### config.mk
export PLATFORM = sky130hd
export DESIGN_NAME = fifo_sync_ctrl
export DESIGN_NICKNAME = d
export VERILOG_FILES = /design/src/rtl/fifo_pkg.sv /design/src/rtl/fifo_ram_sp.sv /design/src/rtl/fifo_sync_ctrl.sv
export SDC_FILE = /design/constraint.sdc
export NUM_CORES = 1
export LEC_CHECK = 0
export BUFFER_PORTS_ARGS = -buffer_cell sky130_fd_sc_hd__buf_2
export CAP_MARGIN = 20
export CORE_ASPECT_RATIO = 0.8
export CORE_MARGIN = 2
export CORE_UTILIZATION = 45
export CTS_BUF_LIST = sky130_fd_sc_hd__clkbuf_8
export DETAILED_ROUTE_END_ITERATION = 6
export GPL_TIMING_DRIVEN = 1
export HOLD_SLACK_MARGIN = 0.15
export PLACE_DENSITY = 0.61
export SETUP_SLACK_MARGIN = 0.4
export SYNTH_ARGS = -nofsm -noshare
export SYNTH_HDL_FRONTEND = slang
export SYNTH_SLANG_ARGS = --single-unit
### constraint.sdc
create_clock -name clk -period 3.87 [get_ports clk]
set_clock_uncertainty 0.1 [all_clocks]
set_input_delay 0.1935 -clock clk [delete_from_list [all_inputs] [get_ports clk]]
set_output_delay 0.1935 -clock clk [all_outputs]
set_load 0.005 [all_outputs]
### src/rtl/fifo_pkg.sv
// rtl/fifo_pkg.sv - shared sizing helpers and threshold checks for the sync FIFO
package fifo_pkg;

  // Ceiling log2, usable in constant expressions
  function automatic int clog2(input int value);
    int r;
    r = 0;
    for (int i = 0; i < 31; i++) begin
      if ((1 << i) < value) r = i + 1;
    end
    return r;
  endfunction

  // Number of storage entries for a given address width
  function automatic int depth_of(input int addr_w);
    return 1 << addr_w;
  endfunction

  // Pointers carry one extra wrap bit above the address bits
  function automatic int ptr_w_of(input int addr_w);
    return addr_w + 1;
  endfunction

  // Legal thresholds: almost_full level in 1..DEPTH, almost_empty level in 0..DEPTH-1
  function automatic bit levels_ok(input int addr_w, input int af, input int ae);
    return (af >= 1) && (af <= depth_of(addr_w)) && (ae >= 0) && (ae < depth_of(addr_w));
  endfunction

endpackage

### src/rtl/fifo_ram_sp.sv
// rtl/fifo_ram_sp.sv - DEPTH x DATA_W simple dual-port RAM, registered read
module fifo_ram_sp
  import fifo_pkg::*;
#(
  parameter int DATA_W = 8,
  parameter int ADDR_W = 4
) (
  input  logic              clk,
  input  logic              rst,
  input  logic              we,
  input  logic [ADDR_W-1:0] waddr,
  input  logic [DATA_W-1:0] wdata,
  input  logic              re,
  input  logic [ADDR_W-1:0] raddr,
  output logic [DATA_W-1:0] rdata
);

  localparam int DEPTH = depth_of(ADDR_W);

  logic [DATA_W-1:0] mem [DEPTH];

  // Write port: contents are never cleared by reset
  always_ff @(posedge clk) begin
    if (we) mem[waddr] <= wdata;
  end

  // Read port: output register resets to zero and holds between reads
  always_ff @(posedge clk) begin
    if (rst) begin
      rdata <= '0;
    end else if (re) begin
      rdata <= mem[raddr];
    end
  end

endmodule

### src/rtl/fifo_sync_ctrl.sv
// rtl/fifo_sync_ctrl.sv - single-clock FIFO with registered status and sticky error flags
module fifo_sync_ctrl
  import fifo_pkg::*;
#(
  parameter int DATA_W   = 8,
  parameter int ADDR_W   = 4,
  parameter int AF_LEVEL = 14,
  parameter int AE_LEVEL = 2
) (
  input  logic              clk,
  input  logic              rst,
  input  logic              wr_en,
  input  logic [DATA_W-1:0] wr_data,
  input  logic              rd_en,
  output logic [DATA_W-1:0] rd_data,
  output logic              rd_valid,
  output logic              full,
  output logic              empty,
  output logic              almost_full,
  output logic              almost_empty,
  output logic [ADDR_W:0]   count,
  output logic              overflow,
  output logic              underflow,
  input  logic              err_clr
);

  localparam int DEPTH = depth_of(ADDR_W);
  localparam int PTR_W = ptr_w_of(ADDR_W);

  if (!levels_ok(ADDR_W, AF_LEVEL, AE_LEVEL)) begin : g_bad_levels
    $error("fifo_sync_ctrl: AF_LEVEL must be 1..DEPTH and AE_LEVEL 0..DEPTH-1");
  end
  if (clog2(DEPTH + 1) != PTR_W) begin : g_bad_width
    $error("fifo_sync_ctrl: pointer width cannot represent occupancy 0..DEPTH");
  end

  logic [PTR_W-1:0] wptr, rptr;
  logic [PTR_W-1:0] wptr_nxt, rptr_nxt, cnt_nxt;
  logic             wr_accept, rd_accept;

  // Accept decisions use registered full/empty; status is derived from next-state pointers
  always_comb begin
    wr_accept = wr_en & ~full;
    rd_accept = rd_en & ~empty;
    wptr_nxt  = wptr + PTR_W'(wr_accept);
    rptr_nxt  = rptr + PTR_W'(rd_accept);
    cnt_nxt   = wptr_nxt - rptr_nxt;
  end

  // Pointer, status and sticky error registers; a new error wins over err_clr
  always_ff @(posedge clk) begin
    if (rst) begin
      wptr         <= '0;
      rptr         <= '0;
      count        <= '0;
      empty        <= 1'b1;
      full         <= 1'b0;
      almost_empty <= 1'b1;
      almost_full  <= 1'b0;
      overflow     <= 1'b0;
      underflow    <= 1'b0;
      rd_valid     <= 1'b0;
    end else begin
      wptr         <= wptr_nxt;
      rptr         <= rptr_nxt;
      count        <= cnt_nxt;
      empty        <= (wptr_nxt == rptr_nxt);
      full         <= (wptr_nxt[ADDR_W-1:0] == rptr_nxt[ADDR_W-1:0]) &&
                      (wptr_nxt[ADDR_W] != rptr_nxt[ADDR_W]);
      almost_full  <= (cnt_nxt >= PTR_W'(AF_LEVEL));
      almost_empty <= (cnt_nxt <= PTR_W'(AE_LEVEL));
      rd_valid     <= rd_accept;
      overflow     <= (wr_en & full) | (overflow & ~err_clr);
      underflow    <= (rd_en & empty) | (underflow & ~err_clr);
    end
  end

  fifo_ram_sp #(
    .DATA_W(DATA_W),
    .ADDR_W(ADDR_W)
  ) u_ram (
    .clk  (clk),
    .rst  (rst),
    .we   (wr_accept & ~rst),
    .waddr(wptr[ADDR_W-1:0]),
    .wdata(wr_data),
    .re   (rd_accept),
    .raddr(rptr[ADDR_W-1:0]),
    .rdata(rd_data)
  );

endmodule

==> impl_metrics.ini <==
[setup_path]
cp-start-kind = input pin
worstSetupEndpointType = flip-flop
critPathMaxFanout = 10
crit_required_ps = 4080
r2r_slack_ps = 760
critPathKind = input pin to flip-flop
cp.arrival_ps = 3320

[synthesis]
yosysSeqAreaShare = 0.711
ys_ff_latch = 158
avgSynthCellArea_um2 = 18.5
ys_warn_count = 0
syn_inst = 337
synth_area_mm2 = 0.00625
synth_fp_nets = 358
yosys.cell_types.count = 34

[floorplan]
fp.coreArea_mm2 = 0.0136
num_rows = 38
ioPinCount = 33
die_h_um = 109
initial_core_util = 0.461
die_w_um = 136
die_area_mm2 = 0.0148

[clock_tree]
clock_path_buffers = 2
clock-root-buffer = clkbuf_8
cts.sinks = 158
clk_latency_ps = 440
cts_setup_buffers = 0
htreeDepth = 4
path_clk_slew_ps = 80
cts_tree = done
cts_buffers = 17

[grt]
grtUsageTotal = 0.176
grt_pass1_vias = 3082
grt_max_degree = 33
grt_first_pass_wirelength_mm = 18.0
antenna_found_initial = 0
gr-total-overflow = 0

[final_layout]
post-route-util = 0.532
final_cell_mix = edfxtp_1 (128), buf_2 (32), dfxtp_1 (29)
drive_gt1_frac = 0.238
finalNetCount = 419
final_common_cell = edfxtp_1
antennaDiodeCount = 0
syn2layout_area_growth_pct = 15.5

[timing]
fin_crit_sh = 0.804
clock.fmax_mhz = 322
rsz0062_at_grt = no
min_period_ps = 3110
finalWorstSetupSlack_ps = 760
hold_slack_ps = 361
drv_slew = 0
tightest_slew_ps = 1090
hold_viol = 0
fin_tns_setup_ps = 0
finalSetupViolCount = 0
max-slew-margin-rel = 0.270

[min_path]
hold_path_class = flip-flop to flip-flop

[pwr]
power.density_mw_per_mm2 = 508
ir_drop_uv = 298
p_sw_mw = 0.765
cellLeakagePower_nw = 2.47
swShare = 0.209
p_clk_frac = 0.379
power_frac_comb = 0.104
p_seq_frac = 0.517
p_int_mw = 2.90

[placement]
dp.final_hpwl_mm = 7.49
gp_congestion = 0.852
port_buffers = 32
post-place-ws_ps = 813

[routing]
wl_mm = 12.1
routed_via_density = 5.22
vias = 3085
firstDrtPassIters = 5
postRouteAntennaNets = 0
drtIter0Drc = 264
drcViolationCount = 0
wl_per_cell_um = 20.5

[status]
outcome = complete, no violations

[job]
drv_cap = 0
-- kinds of logic (layout without fill, tap and decap cells) --
| group | count (synthesis) | count (layout) | share of synthesized area |
|---|---|---|---|
| AOI/OAI and AO/OA | 20 | 20 | 0.0214 |
| xor gates and xnor gates | 15 | 15 | 0.0222 |
| adders and majority gates | 8 | 8 | 0.0160 |
| buffers and inverters | 22 | 96 | 0.0210 |
| DFF | 158 | 158 | 0.711 |
| muxes | 40 | 40 | 0.153 |
| and+or+nand+nor | 74 | 74 | 0.0549 |
-- final timing paths --
path / to / cells after the start / from
worst max register to register: almost_full / 11 / empty
worst min-delay path: u_ram.rdata[6] / 2 / u_ram.rdata[6]
worst max-delay path: almost_full / 13 / rd_en
worst min register to register: u_ram.rdata[6] / 2 / u_ram.rdata[6]
-- power by group through the flow --
stage | Combinational (mW) | Clock [mW] | Sequential [mW]
5_1_grt | 0.418 | 1.49 | 1.90
6_report | 0.380 | 1.39 | 1.90
4_1_cts | 0.385 | 1.42 | 1.90
2_1_floorplan | 0.267 | 0 | 1.94
3_3_place_gp | 0.368 | 0 | 1.93
3_5_place_dp | 0.371 | 0 | 1.93
-- critical path, cell delays in order --
cell,delay [ps]
dlygate4sd3_1,530
buf_2,130
nand2b_1,260
clkinv_1,320
ha_1,290
ha_1,350
xnor2_1,160
ha_1,190
a21oi_1,180
nor2b_1,90
a221oi_2,250
xor2_1,280
a21oi_1,100
-- metrics by stage --
| stage | cell area (um^2) | cells | power [mW] |
|---|---|---|---|
| after floorplan | 6250 | 337 | 2.20 |
| after global placement | 6610 | 544 | 2.30 |
| after detailed placement | 6610 | 544 | 2.31 |
| after CTS | 7210 | 591 | 3.70 |
| after global routing | 7210 | 591 | 3.81 |
| final | 7210 | 591 | 3.67 |
-- repair_timing --
| action | CTS | global route |
|---|---|---|
| hold endpoints to repair | 155 | 0 |
| hold buffers | 15 | 0 |
| resized for setup | 0 | 0 |
| endpoints found under the setup margin | 0 | 0 |
-- cell type report --
| cell class | instances | area [um^2] |
|---|---|---|
| clock inverter | 14 | 211 |
| multi-input combinational | 157 | 1670 |
| sequential | 158 | 4450 |
| clock buffer | 18 | 248 |
| timing repair buffer | 57 | 385 |
| tap | 180 | 225 |
| inverter | 7 | 26.3 |
| fill | 1074 | 6340 |
-- state kept, by name, summed over array words and instances, names as in the netlist --
register / count
underflow: 1
u_ram.mem: 128
count: 5
overflow: 1
wptr: 5
u_ram.rdata: 8
rd_valid: 1
almost_empty: 1
rptr: 5
empty: 1
full: 1
almost_full: 1
-- Yosys cell counts --
| master | count | share of area |
|---|---|---|
| nand3_1 | 6 | 0.0048 |
| clkbuf_1 | 8 | 0.0048 |
| buf_4 | 1 | 0.0012 |
| or3b_2 | 1 | 0.0014 |
| nor2_1 | 27 | 0.016 |
| nor4bb_1 | 1 | 0.0016 |
| mux4_1 | 15 | 0.063 |
| buf_2 | 2 | 0.0016 |
| buf_8 | 1 | 0.0024 |
| clkinv_1 | 1 | 0.00060 |
| mux4_2 | 25 | 0.090 |
| a21oi_1 | 12 | 0.0096 |
| buf_12 | 1 | 0.0032 |
| a21bo_2 | 1 | 0.0016 |
| xnor2_2 | 1 | 0.0026 |
| a31o_1 | 1 | 0.0014 |
| nand3b_1 | 3 | 0.0036 |
| a22oi_1 | 2 | 0.0024 |
| nor3_1 | 4 | 0.0032 |
| xnor2_1 | 7 | 0.0098 |
| inv_1 | 6 | 0.0036 |
| edfxtp_1 | 128 | 0.62 |
| buf_6 | 2 | 0.0036 |
| a21o_1 | 1 | 0.0012 |
| a31o_2 | 1 | 0.0014 |
| o221ai_1 | 1 | 0.0014 |
| nand2b_1 | 4 | 0.0040 |
| xor2_1 | 7 | 0.0098 |
| dfxtp_1 | 30 | 0.096 |
| ha_1 | 8 | 0.016 |
| nor2b_1 | 7 | 0.0070 |
| a221oi_2 | 1 | 0.0024 |
| nand2_1 | 20 | 0.012 |
| and3_1 | 1 | 0.0010 |
-- routing by layer --
layer,vias to the layer above,global-route usage,routed length (um),share of wire
li1,1450,-,-,-
met5,-,0,0,0
met2,101,0.258,5610,0.46
met1,1529,0.253,5610,0.46
met3,5,0.0539,859,0.071
met4,0,0.0588,51,0.0042
Note: power is estimated with default switching activity, not from simulation.
